$ cat config.mk
export PLATFORM = sky130hd
export DESIGN_NAME = sample_walker_flat
export DESIGN_NICKNAME = d
export VERILOG_FILES = /design/src/rtl/sample_walker_if.sv /design/src/rtl/sample_walker.sv /design/src/flat_wrapper.sv
export SDC_FILE = /design/constraint.sdc
export NUM_CORES = 1
export LEC_CHECK = 0
export ABC_CLOCK_PERIOD_IN_PS = 12300
export BUFFER_PORTS_ARGS = -buffer_cell sky130_fd_sc_hd__buf_2
export CAP_MARGIN = 20
export CORE_AREA = 8 8 276 278
export CTS_CLUSTER_SIZE = 24
export DETAILED_ROUTE_END_ITERATION = 16
export DIE_AREA = 0 0 284 286
export GPL_TIMING_DRIVEN = 0
export HOLD_SLACK_MARGIN = 0.12
export MAX_ROUTING_LAYER = met4
export PLACE_DENSITY_LB_ADDON = 0.2
export SLEW_MARGIN = 30
export SYNTH_ARGS = -nofsm -noshare
export SYNTH_HDL_FRONTEND = slang
export SYNTH_SLANG_ARGS = --single-unit
$ cat constraint.sdc
create_clock -name clk -period 12.3 [get_ports clk]
set_input_delay 1.845 -clock clk [delete_from_list [all_inputs] [get_ports clk]]
set_output_delay 1.845 -clock clk [all_outputs]
set_load 0.02 [all_outputs]
$ cat src/rtl/sample_walker_if.sv
// Triangle-in / sample-out signal bundle for the sample walker.
// The slave modport is the walker; the master modport is the driver and observer.
interface sample_walker_if #(
  parameter int SIGFIG = 24,
  parameter int VERTS  = 3,
  parameter int AXIS   = 3,
  parameter int COLORS = 3
);
  logic signed [VERTS-1:0][AXIS-1:0][SIGFIG-1:0] tri_R13S;
  logic        [COLORS-1:0][SIGFIG-1:0]          color_R13U;
  logic signed [1:0][1:0][SIGFIG-1:0]            box_R13S;
  logic                                          validTri_R13H;
  logic        [3:0]                             subSample_RnnnnU;
  logic                                          stall_R14H;
  logic                                          busy_R13H;
  logic signed [VERTS-1:0][AXIS-1:0][SIGFIG-1:0] tri_R14S;
  logic        [COLORS-1:0][SIGFIG-1:0]          color_R14U;
  logic signed [1:0][SIGFIG-1:0]                 sample_R14S;
  logic                                          validSamp_R14H;

  modport slave (
    input  tri_R13S, color_R13U, box_R13S, validTri_R13H, subSample_RnnnnU, stall_R14H,
    output busy_R13H, tri_R14S, color_R14U, sample_R14S, validSamp_R14H
  );

  modport master (
    output tri_R13S, color_R13U, box_R13S, validTri_R13H, subSample_RnnnnU, stall_R14H,
    input  busy_R13H, tri_R14S, color_R14U, sample_R14S, validSamp_R14H
  );
endinterface

$ cat src/rtl/sample_walker.sv
// Walks a triangle's bounding box in raster order at the selected sample rate.
// Emits one sample per unstalled cycle while in TEST.
//   state | meaning
//   WAIT  | idle, accepting a new triangle
//   TEST  | emitting samples of the latched box
module sample_walker #(
  parameter int SIGFIG = 24,
  parameter int RADIX  = 10,
  parameter int VERTS  = 3,
  parameter int AXIS   = 3,
  parameter int COLORS = 3
) (
  input logic           clk,
  input logic           rst,
  sample_walker_if.slave bus
);
  typedef enum logic {WAIT, TEST} state_t;

  state_t                                        state;
  logic                                          busy;
  logic                                          valid;
  logic signed [VERTS-1:0][AXIS-1:0][SIGFIG-1:0] tri_q;
  logic        [COLORS-1:0][SIGFIG-1:0]          color_q;
  logic signed [SIGFIG-1:0]                      ll_x, ll_y, ur_x, ur_y;
  logic signed [SIGFIG-1:0]                      samp_x, samp_y;
  logic signed [SIGFIG-1:0]                      step, step_sel;
  logic signed [SIGFIG:0]                        next_x, next_y, ur_x_ext, ur_y_ext;
  logic                                          x_fits, y_fits;

  always_comb begin
    step_sel = SIGFIG'(1) << RADIX;
    case (bus.subSample_RnnnnU)
      4'b1000: step_sel = SIGFIG'(1) << RADIX;
      4'b0100: step_sel = SIGFIG'(1) << (RADIX - 1);
      4'b0010: step_sel = SIGFIG'(1) << (RADIX - 2);
      4'b0001: step_sel = SIGFIG'(1) << (RADIX - 3);
      default: step_sel = SIGFIG'(1) << RADIX;
    endcase
  end

  // One extra bit keeps x+step from wrapping past the upper-right bound.
  always_comb begin
    next_x   = $signed({samp_x[SIGFIG-1], samp_x}) + $signed({step[SIGFIG-1], step});
    next_y   = $signed({samp_y[SIGFIG-1], samp_y}) + $signed({step[SIGFIG-1], step});
    ur_x_ext = $signed({ur_x[SIGFIG-1], ur_x});
    ur_y_ext = $signed({ur_y[SIGFIG-1], ur_y});
    x_fits   = next_x <= ur_x_ext;
    y_fits   = next_y <= ur_y_ext;
  end

  always_ff @(posedge clk) begin
    if (rst) begin
      state   <= WAIT;
      busy    <= 1'b0;
      valid   <= 1'b0;
      tri_q   <= '0;
      color_q <= '0;
      ll_x    <= '0;
      ll_y    <= '0;
      ur_x    <= '0;
      ur_y    <= '0;
      step    <= '0;
      samp_x  <= '0;
      samp_y  <= '0;
    end else begin
      case (state)
        WAIT: begin
          if (bus.validTri_R13H) begin
            tri_q   <= bus.tri_R13S;
            color_q <= bus.color_R13U;
            ll_x    <= bus.box_R13S[0][0];
            ll_y    <= bus.box_R13S[0][1];
            ur_x    <= bus.box_R13S[1][0];
            ur_y    <= bus.box_R13S[1][1];
            step    <= step_sel;
            samp_x  <= bus.box_R13S[0][0];
            samp_y  <= bus.box_R13S[0][1];
            busy    <= 1'b1;
            valid   <= 1'b1;
            state   <= TEST;
          end
        end
        TEST: begin
          if (!bus.stall_R14H) begin
            if (x_fits) begin
              samp_x <= next_x[SIGFIG-1:0];
            end else if (y_fits) begin
              samp_x <= ll_x;
              samp_y <= next_y[SIGFIG-1:0];
            end else begin
              busy  <= 1'b0;
              valid <= 1'b0;
              state <= WAIT;
            end
          end
        end
        default: state <= WAIT;
      endcase
    end
  end

  assign bus.busy_R13H      = busy;
  assign bus.validSamp_R14H = valid;
  assign bus.tri_R14S       = tri_q;
  assign bus.color_R14U     = color_q;
  assign bus.sample_R14S[0] = samp_x;
  assign bus.sample_R14S[1] = samp_y;
endmodule

$ cat src/flat_wrapper.sv
// flat-port wrapper written by rule: the top's interface ports become plain ports
module sample_walker_flat 
#(
  parameter int SIGFIG = 24,
  parameter int RADIX  = 10,
  parameter int VERTS  = 3,
  parameter int AXIS   = 3,
  parameter int COLORS = 3
)
  (clk, rst, bus_tri_R13S, bus_color_R13U, bus_box_R13S, bus_validTri_R13H, bus_subSample_RnnnnU, bus_stall_R14H, bus_busy_R13H, bus_tri_R14S, bus_color_R14U, bus_sample_R14S, bus_validSamp_R14H);
  sample_walker_if #(.SIGFIG(SIGFIG), .VERTS(VERTS), .AXIS(AXIS), .COLORS(COLORS)) bus_i ();
  input logic clk;
  input logic rst;
  input wire logic [$bits(bus_i.tri_R13S)-1:0] bus_tri_R13S;
  input wire logic [$bits(bus_i.color_R13U)-1:0] bus_color_R13U;
  input wire logic [$bits(bus_i.box_R13S)-1:0] bus_box_R13S;
  input wire logic [$bits(bus_i.validTri_R13H)-1:0] bus_validTri_R13H;
  input wire logic [$bits(bus_i.subSample_RnnnnU)-1:0] bus_subSample_RnnnnU;
  input wire logic [$bits(bus_i.stall_R14H)-1:0] bus_stall_R14H;
  output wire logic [$bits(bus_i.busy_R13H)-1:0] bus_busy_R13H;
  output wire logic [$bits(bus_i.tri_R14S)-1:0] bus_tri_R14S;
  output wire logic [$bits(bus_i.color_R14U)-1:0] bus_color_R14U;
  output wire logic [$bits(bus_i.sample_R14S)-1:0] bus_sample_R14S;
  output wire logic [$bits(bus_i.validSamp_R14H)-1:0] bus_validSamp_R14H;
  assign bus_i.tri_R13S = bus_tri_R13S;
  assign bus_i.color_R13U = bus_color_R13U;
  assign bus_i.box_R13S = bus_box_R13S;
  assign bus_i.validTri_R13H = bus_validTri_R13H;
  assign bus_i.subSample_RnnnnU = bus_subSample_RnnnnU;
  assign bus_i.stall_R14H = bus_stall_R14H;
  assign bus_busy_R13H = bus_i.busy_R13H;
  assign bus_tri_R14S = bus_i.tri_R14S;
  assign bus_color_R14U = bus_i.color_R14U;
  assign bus_sample_R14S = bus_i.sample_R14S;
  assign bus_validSamp_R14H = bus_i.validSamp_R14H;
  sample_walker #(.SIGFIG(SIGFIG), .RADIX(RADIX), .VERTS(VERTS), .AXIS(AXIS), .COLORS(COLORS)) u_core (.clk(clk), .rst(rst), .bus(bus_i));
endmodule
Word level (Yosys, flattened, before mapping)
Index checks and enable logic that the tools add are counted.
{ "word_totals": {"ff_bits": 421, "output_inout_bits": 338, "elab_cells": 59} }
{ "op_classes": {"add_sub_neg": 2, "order_cmp": 2, "n_eq_ne": 9, "mux": 21, "bitwise_logic": 1, "n_reduce_logical": 4} }
{ "ops": {"columns": ["cell", "n"], "rows": [
  ["$mux W24", 8],
  ["$pmux W24 S2", 2],
  ["$add A24 B12 Y25", 2],
  ["$le A25 B24 Y1", 2],
  ["$pmux W11 S3", 1],
  ["$ne A2 B2 Y1 const B", 5],
  ["$mux W1", 8],
  ["$reduce_and A4 Y1", 2],
  ["$eq A4 B1 Y1 const B", 1],
  ["$eq A4 B2 Y1 const B", 1],
  ["$eq A4 B3 Y1 const B", 1],
  ["$pmux W1 S2", 2],
  ["$ne A3 B3 Y1 const B", 1],
  ["$reduce_and A3 Y1", 1],
  ["$reduce_and A2 Y1", 1],
  ["$not A1 Y1", 1]
]} }

Depth between registers and ports, before layout
Gate-level depths: netlist of run 1.
{ "depth": {"word_depth": 6, "ltp_mapped": 19, "ltp_nobuf": 17} }

Worst setup path before layout of run 1
No wires, ideal clock.
{ "synth_timing": {"kind": "register to register", "startpoint": "reg u_core.samp_x[7]", "endpoint": "reg u_core.samp_y[16]", "setup_ns": 0.136, "t_arrival_ns": 4.124, "required_time_ns": 12.164, "setup_slack_ns": 8.040, "stages_incl_launch_ff": 20, "n_path_buf": 2, "period_less_slack_ns": 4.260, "path_cell_list": "dfxtp_1 -> ha_1 -> inv_1 -> fa_1 -> nor2b_1 -> o21ai_0 -> a21boi_0 -> nand4_1 -> xnor2_1 -> ha_1 -> nand3_1 -> or3_1 -> o221a_1 -> o2111a_2 -> nor2_2 -> buf_6 -> nand4_4 -> buf_6 -> a2111oi_0 -> a211oi_1"} }
{ "synth_between": {"elab_chain_len": 4} }
{ "synth_rtl": {"columns": ["item", "line_no", "text"], "rows": [
  ["from (decl)", "sample_walker.sv:25", "logic signed [SIGFIG-1:0] samp_x, samp_y;"],
  ["from (signal assigned)", "sample_walker.sv:76", "samp_x <= bus.box_R13S[0][0];"],
  ["from (signal assigned)", "sample_walker.sv:86", "samp_x <= next_x[SIGFIG-1:0];"],
  ["from (signal assigned)", "sample_walker.sv:88", "samp_x <= ll_x;"],
  ["$add A24 B12 Y25", "sample_walker.sv:43", "next_x = $signed({samp_x[SIGFIG-1], samp_x}) + $signed({step[SIGFIG-1], step});"],
  ["$le A25 B24 Y1", "sample_walker.sv:47", "x_fits = next_x <= ur_x_ext;"],
  ["$ne A2 B2 Y1 (no line)", null, null],
  ["$reduce_and A4 Y1 (no line)", null, null],
  ["to (signal assigned)", "sample_walker.sv:77", "samp_y <= bus.box_R13S[0][1];"],
  ["to (signal assigned)", "sample_walker.sv:89", "samp_y <= next_y[SIGFIG-1:0];"],
  ["to (decl)", "sample_walker.sv:25", null]
]} }
Every way passes these cells.
A chain may end at the register's enable or synchronous reset.

Worst setup path after layout of run 1
{ "layout_timing": {"startpoint": "reg u_core.step[7]", "endpoint": "reg u_core.samp_x[12]"} }
{ "layout_between": {"elab_chain_len": 5, "word_cells_on_any_way": 9} }
{ "layout_rtl": {"columns": ["item", "line_no", "text"], "rows": [
  ["from (decl)", "sample_walker.sv:26", "logic signed [SIGFIG-1:0] step, step_sel;"],
  ["from (signal assigned)", "sample_walker.sv:75", "step <= step_sel;"],
  ["$add A24 B12 Y25", "sample_walker.sv:43", null],
  ["$le A25 B24 Y1", "sample_walker.sv:47", null],
  ["$mux W24", "sample_walker.sv:85", "if (x_fits) begin"],
  ["$mux W24", "sample_walker.sv:84", "if (!bus.stall_R14H) begin"],
  ["$pmux W24 S2", "sample_walker.sv:66", "case (state)"]
]} }
Several ways; a longest one is shown, not always the timed one. The select of a mux whose other input is x is not followed.

==> results.yml, run 1 <==
floorplanning:
  ios: 730
  die_x_um: 284
  start_util_pct: 23.8
  rows: 99
  core_um2: 72100
  die_h_um: 286
  dieArea_um2: 81200
clocking:
  cts_tree: "built"
  cts_sinks: 414
  post_cts_resized: 0
  cts.clk_slew.worst_paths_ns: 0.06
  post_cts_buffers: 0
  htreeDepth: 2
  ctsLongestPathBuffers: 3
  ctsHoldBuffers: 0
  clock-root-buffer: "clkbuf_16"
  clk_latency_ns: 0.58
  cts_buffers: 50
synth:
  yosysTopAreaCell: "dfxtp_1"
  synth.yosys.seq_area_share_pct: 48.4
  synth_nets: 2620
  async_flop_share_pct: 0
  syn_area_um2: 17100
  synth_cells: 2168
  ys_top_cells_by_area: "dfxtp_1, nand2_1, a21oi_1"
  synth_warnings: 0
  yosysUniqueCellTypes: 71
  synth_seq_cells: 414
  yosys.area.top_type_share_pct: 48.4
  synth_flop_cell: "dfxtp_1"
  synth_area_per_cell_um2: 7.90
  synth_edf_count: 0
grt:
  grt_antenna_before_repair: 20
  grt.overflow.total: 0
  grtUsageTotal_pct: 20.3
  grt_start_max_net_pins: 13
  grt_pass1_vias: 17826
  grt_pass1_wl_um: 121000
route:
  vias: 17546
  finalWirelength_um: 84500
  drt.antenna.violating_nets: 0
  first_pass_iters: 5
  drt-initial-drc-count: 936
  drcViolationCount: 0
  viasPerCell: 4.44
  avgRoutedWirePerCell_um: 21.4
setup_path:
  critPathLaunchType: "flop"
  crit_type: "flop to flop"
  cp-end-kind: "flop"
  worstPathMaxFanout: 10
  crit_required_ns: 12.76
  worstPathArrival_ns: 5.61
flow_run:
  drv_cap: 0
power:
  leakage_nw: 10.6
  seq_power_share_pct: 38.9
  swShare_pct: 33.3
  switching_power_w: 0.00130
  comb_power_share_pct: 24.4
  clockPowerShare_pct: 36.8
  p_int_w: 0.00261
  power_density_nw_per_um2: 166
  vdd_ir_drop_max_mv: 0.0933
placement:
  numPortBuffers: 728
  post-dp-hpwl_um: 68100
  gp_congestion: 0.877
  place_area_um2: 22000
cells_and_area:
  final_area_um2: 23500
  drive_above_1_share_pct: 29.2
  layout.nets: 3400
  area_growth_pct: 37.5
sta:
  slew-limit-headroom_pct: 33.1
  skew_ns: 0.0199
  tightest_slew_ns: 0.995
  hold_viol_final: 0
  setup_tns_ns: 0
  fin_crit_sh_pct: 41.8
  rsz0062_at_grt: "false"
  setup_viol: 0
  drv_slew: 0
  max_freq_ghz: 0.194
  holdWs_ns: 0.449
  final.min_clock_period_ns: 5.15
run_status:
  status: "complete, no violations"
min_path:
  hold_path_class: "flop to flop"
synthesized netlist by cell type, types with 14 or more instances:
library cell and instances:
clkbuf_1 122, dfxtp_1 414, inv_1 71, nand2_1 782, a21oi_1 397, ha_1 58
a211oi_1 14, xnor2_1 23, o21ai_0 15, nand3_1 16, nor2b_1 14, nor3_1 19
nor2_1 31
placed cells by master, fill, tap and decap left out, drive strengths merged, types with 4 or more instances in the layout:
| cell | instances |
|---|---|
| inv | 73 |
| nor3 | 20 |
| o21ai | 16 |
| xor2 | 7 |
| dfxtp | 414 |
| a221oi | 13 |
| clkinv | 6 |
| and3 | 12 |
| xnor2 | 23 |
| nand3 | 16 |
| mux2 | 13 |
| a2111oi | 4 |
| a211oi | 14 |
| a21o | 8 |
| o21a | 4 |
| mux2i | 13 |
| o31ai | 4 |
| clkbuf | 198 |
| nand2 | 782 |
| nor4 | 4 |
| a211o | 4 |
| nor2b | 14 |
| or3 | 4 |
| a21oi | 408 |
| nor2 | 32 |
| buf | 754 |
| ha | 58 |
| diode | 12 |
| and4 | 5 |
| nand4 | 11 |
worst max-delay path, cell delays in order, from the launching register on:
cell       delay [ns]
dfxtp_1          0.39
ha_1             0.21
inv_1            0.06
fa_1             0.41
nor2b_1          0.12
o21ai_0          0.11
a21boi_0         0.81
nand4_1          0.23
xnor2_1          0.23
ha_1             0.31
nand3_1          0.10
or3_1            0.38
o221a_1          0.25
o2111a_2         0.20
nor2_2           0.16
buf_6            0.20
buf_2            0.27
nor2_1           0.09
a2111oi_0        0.39
nor3_1           0.09
state kept, by name (all words and copies together) (netlist names), 4 cells and up:
register               count
u_core.ur_x               24
u_core.samp_x             24
u_core.bus.color_R14U     72
u_core.bus.tri_R14S      216
u_core.step                4
u_core.ll_x               24
u_core.ur_y               24
u_core.samp_y             24
power by group through the flow:
| stage | combinational [W] | clock [W] | sequential [W] |
|---|---|---|---|
| after floorplan | 0.000475 | 0 | 0.00164 |
| after global placement | 0.000966 | 0 | 0.00155 |
| after detailed placement | 0.000964 | 0 | 0.00155 |
| after CTS | 0.000968 | 0.00148 | 0.00152 |
| after global routing | 0.00104 | 0.00153 | 0.00153 |
| final | 0.000955 | 0.00144 | 0.00152 |
metrics by stage:
step	util (%)	cells	setup WS, ns	total power [W]
after global routing	32.7	3951	6.82	0.00411
after global placement	30.5	3855	7.18	0.00252
after CTS	32.6	3939	7.17	0.00397
after floorplan	-	2168	8.04	0.00212
after detailed placement	30.5	3855	7.20	0.00251
final	32.7	3951	7.15	0.00391
layout make-up:
cell class                      count  area, um2
Multi-Input combinational cell   1530       7890
Clock buffer                       73       1440
Antenna cell                       12       30.0
Sequential cell                   414       8290
Timing Repair Buffer              728       3640
Inverter                           72        270
Buffer                            152        679
Fill cell                        8129      48600
Clock inverter                     11       95.1
Tap cell                          959       1200
cells by family (layout without fill, tap and decap cells):
kind of cell | Yosys count | count (layout) | share of synthesized area (%)
other | 0 | 12 | 0
DFF | 414 | 414 | 48.4
and+or+nand+nor | 912 | 912 | 21.5
buffers and inverters | 224 | 1036 | 5.51
xor gates and xnor gates | 30 | 30 | 1.53
AOI/OAI and AO/OA | 502 | 502 | 17.0
adders and majority gates | 60 | 60 | 4.47
muxes | 26 | 26 | 1.61
path summary, 6_finish.rpt:
check | from | to | slack, ns | cells past startpoint
max | u_core.step[7]$_SDFFE_PP0P_ | u_core.samp_x[12]$_SDFFE_PP0P_ | 7.15 | 19
min | u_core.bus.tri_R14S[12]$_SDFFE_PP0P_ | u_core.bus.tri_R14S[12]$_SDFFE_PP0P_ | 0.45 | 2
max reg2reg | u_core.step[7]$_SDFFE_PP0P_ | u_core.samp_x[12]$_SDFFE_PP0P_ | 7.15 | 19
min reg2reg | u_core.bus.tri_R14S[12]$_SDFFE_PP0P_ | u_core.bus.tri_R14S[12]$_SDFFE_PP0P_ | 0.45 | 2
per-layer routing:
metal  vias to the layer above  GRT usage, %  wire length (um)
li1                       8737             -                 -
met1                      8228          22.8             34200
met2                       491          36.0             43300
met3                        90          5.48              5570
met4                         0          4.21              1460
met5                         -             -                 0
(Power assumes the default switching activity.)
==> run 2: changes to the inputs <==
Settings changed: ABC_AREA from default to 1, ABC_CLOCK_PERIOD_IN_PS 12300 to 5100, CORE_AREA 8 8 276 278 to 8 8 279 281, DIE_AREA 0 0 284 286 to 0 0 287 289.
Clock period 12.3 ns to 5.1 ns, I/O delays scaled along.
==> results.yml, run 2 <==
route:
  avgRoutedWirePerCell_um: 19.5
  first_pass_iters: 5
  drcViolationCount: 0
  vias: 18088
  viasPerCell: 4.32
  drt.antenna.violating_nets: 0
  finalWirelength_um: 81500
  drt-initial-drc-count: 848
power:
  leakage_nw: 11.7
  power_density_nw_per_um2: 586
  vdd_ir_drop_max_mv: 0.302
setup_path:
  crit_required_ns: 5.58
  crit_type: "flop to flop"
  cp-end-kind: "flop"
  critPathLaunchType: "flop"
  worstPathArrival_ns: 4.89
  worstPathMaxFanout: 10
placement:
  post-dp-hpwl_um: 67300
  numPortBuffers: 729
  gp_congestion: 0.892
cells_and_area:
  layout.nets: 3613
  final_common_cell: "buf_2"
  drive_above_1_share_pct: 26.1
  final_cell_mix: "buf_2, nor2_1, dfxtp_1"
  area_growth_pct: 38.2
  largest_reg_flops: 216
  fin_util_pct: 32.3
clocking:
  cts_tree: "built"
  cts.clk_slew.worst_paths_ns: 0.06
  cts_buffers: 52
  clock-root-buffer: "clkbuf_16"
  htreeDepth: 2
  ctsHoldBuffers: 0
  ctsLongestPathBuffers: 3
  cts_sinks: 414
  post_cts_buffers: 0
  post_cts_resized: 0
  clk_latency_ns: 0.59
synth:
  yosysTopAreaCell: "dfxtp_1"
  synth_cells: 2378
  synth.yosys.seq_area_share_pct: 48.2
  synth_flop_cell: "dfxtp_1"
  ys_top_cells_by_area: "dfxtp_1, nor2_1, o21ai_0"
  yosysUniqueCellTypes: 36
  synth.top_cells.by_count: "nor2_1, dfxtp_1, o21ai_0"
  synth_nets: 2830
  yosysMostFrequentCell: "nor2_1"
  synth_seq_cells: 414
  synth_edf_count: 0
  async_flop_share_pct: 0
  synth_warnings: 0
  syn_area_um2: 17200
  yosys.area.top_type_share_pct: 48.2
  synth_area_per_cell_um2: 7.23
floorplanning:
  dieArea_um2: 82900
  core_um2: 73600
  rows: 100
  ios: 730
  start_util_pct: 23.4
  die_x_um: 287
  die_h_um: 289
grt:
  grt_pass1_wl_um: 117000
  grt_start_max_net_pins: 14
  grt.overflow.total: 0
  grt_antenna_before_repair: 27
  grt_pass1_vias: 17995
  grtUsageTotal_pct: 19.2
sta:
  skew_ns: 0.0211
  final.min_clock_period_ns: 4.40
  setup_viol: 0
  fin_crit_sh_pct: 86.4
  holdWs_ns: 0.400
  setup_tns_ns: 0
  slew-limit-headroom_pct: 35.7
  max_freq_ghz: 0.227
  rsz0062_at_grt: "false"
  drv_slew: 0
  hold_viol_final: 0
  tightest_slew_ns: 0.965
min_path:
  hold_path_class: "input port to flop"
flow_run:
  drv_cap: 0
run_status:
  status: "complete, no violations"
[run 2: changes by cell type after synthesis, sizes merged, moves of 14 or more]
cell,delta
o21ai,+380
inv,+96
nand3,+45
nor2,+666
nor2b,-14
nand2,-515
a21oi,-306
nor3,-14
xnor2,-22
[run 2: metrics by stage]
step                setup WS (ns)  std cells  power, W  instance area (um2)
finish                      0.695       4189    0.0139                23800
global route                0.242       4188    0.0150                23800
CTS                         0.651       4167    0.0141                23700
detailed placement          0.656       4076    0.0104                22000
global placement            0.661       4076    0.0104                22000
floorplan                    1.55       2378   0.00818                17200
[run 2: area by class of cell]
class | count | area [um2]
Buffer | 149 | 587
Tap cell | 969 | 1210
Sequential cell | 414 | 8290
Fill cell | 8265 | 49800
Multi-Input combinational cell | 1646 | 7680
Antenna cell | 22 | 55.1
Inverter | 169 | 634
Timing Repair Buffer | 729 | 3650
Clock inverter | 12 | 138
Clock buffer | 79 | 1510
[run 2: final timing paths]
| path | from | endpoint | slack [ns] | depth (start not counted) |
|---|---|---|---|---|
| min | rst | u_core.step[8]$_SDFFE_PP0P_ | 0.40 | 2 |
| max reg2reg | u_core.samp_x[7]$_SDFFE_PP0P_ | u_core.samp_x[3]$_SDFFE_PP0P_ | 0.70 | 23 |
| max | u_core.samp_x[7]$_SDFFE_PP0P_ | u_core.samp_x[3]$_SDFFE_PP0P_ | 0.70 | 23 |
| min reg2reg | u_core.ll_x[13]$_SDFFE_PP0P_ | u_core.ll_x[13]$_SDFFE_PP0P_ | 0.45 | 2 |
[run 2: cell families (layout without fill, tap and decap cells)]
family	count (synthesis)	in the layout	share of synthesized area, %
simple gates	1052	1052	24.0
compound gates	514	514	15.2
flops	414	414	48.2
buf+inv	318	1138	7.08
fa+ha+maj	60	60	4.46
xor+xnor	20	20	1.02
other cells	0	22	0
[run 2: power by group]
group	internal (W)	switching [W]	leakage (nW)	total, W
clock network	0.00213	0.00149	0.803	0.00362
logic	0.00180	0.00399	7.44	0.00580
registers	0.00402	0.000492	3.43	0.00451
[run 2: critical path, cell delays in order (launching register included)]
cell	delay (ns)
dfxtp_1	0.36
ha_1	0.19
inv_1	0.06
fa_1	0.40
o21ai_1	0.23
nand2_1	0.14
nor3_2	0.32
nand2_1	0.11
xor2_1	0.27
inv_1	0.10
ha_1	0.27
nand2_1	0.11
inv_1	0.07
nand2_1	0.06
nand2_1	0.05
a21oi_1	0.21
nand4_2	0.29
nand2_2	0.21
buf_2	0.27
inv_1	0.19
nand3_1	0.10
o21ai_0	0.11
nor2_1	0.13
nor2_1	0.05
[run 2: layer usage]
layer | part of all wire, % | up-vias | GRT usage (%)
li1 | - | 9211 | -
met1 | 40 | 8206 | 21.4
met5 | 0 | - | -
met4 | 4.0 | 0 | 7.86
met3 | 7.4 | 129 | 5.65
met2 | 48 | 542 | 31.9
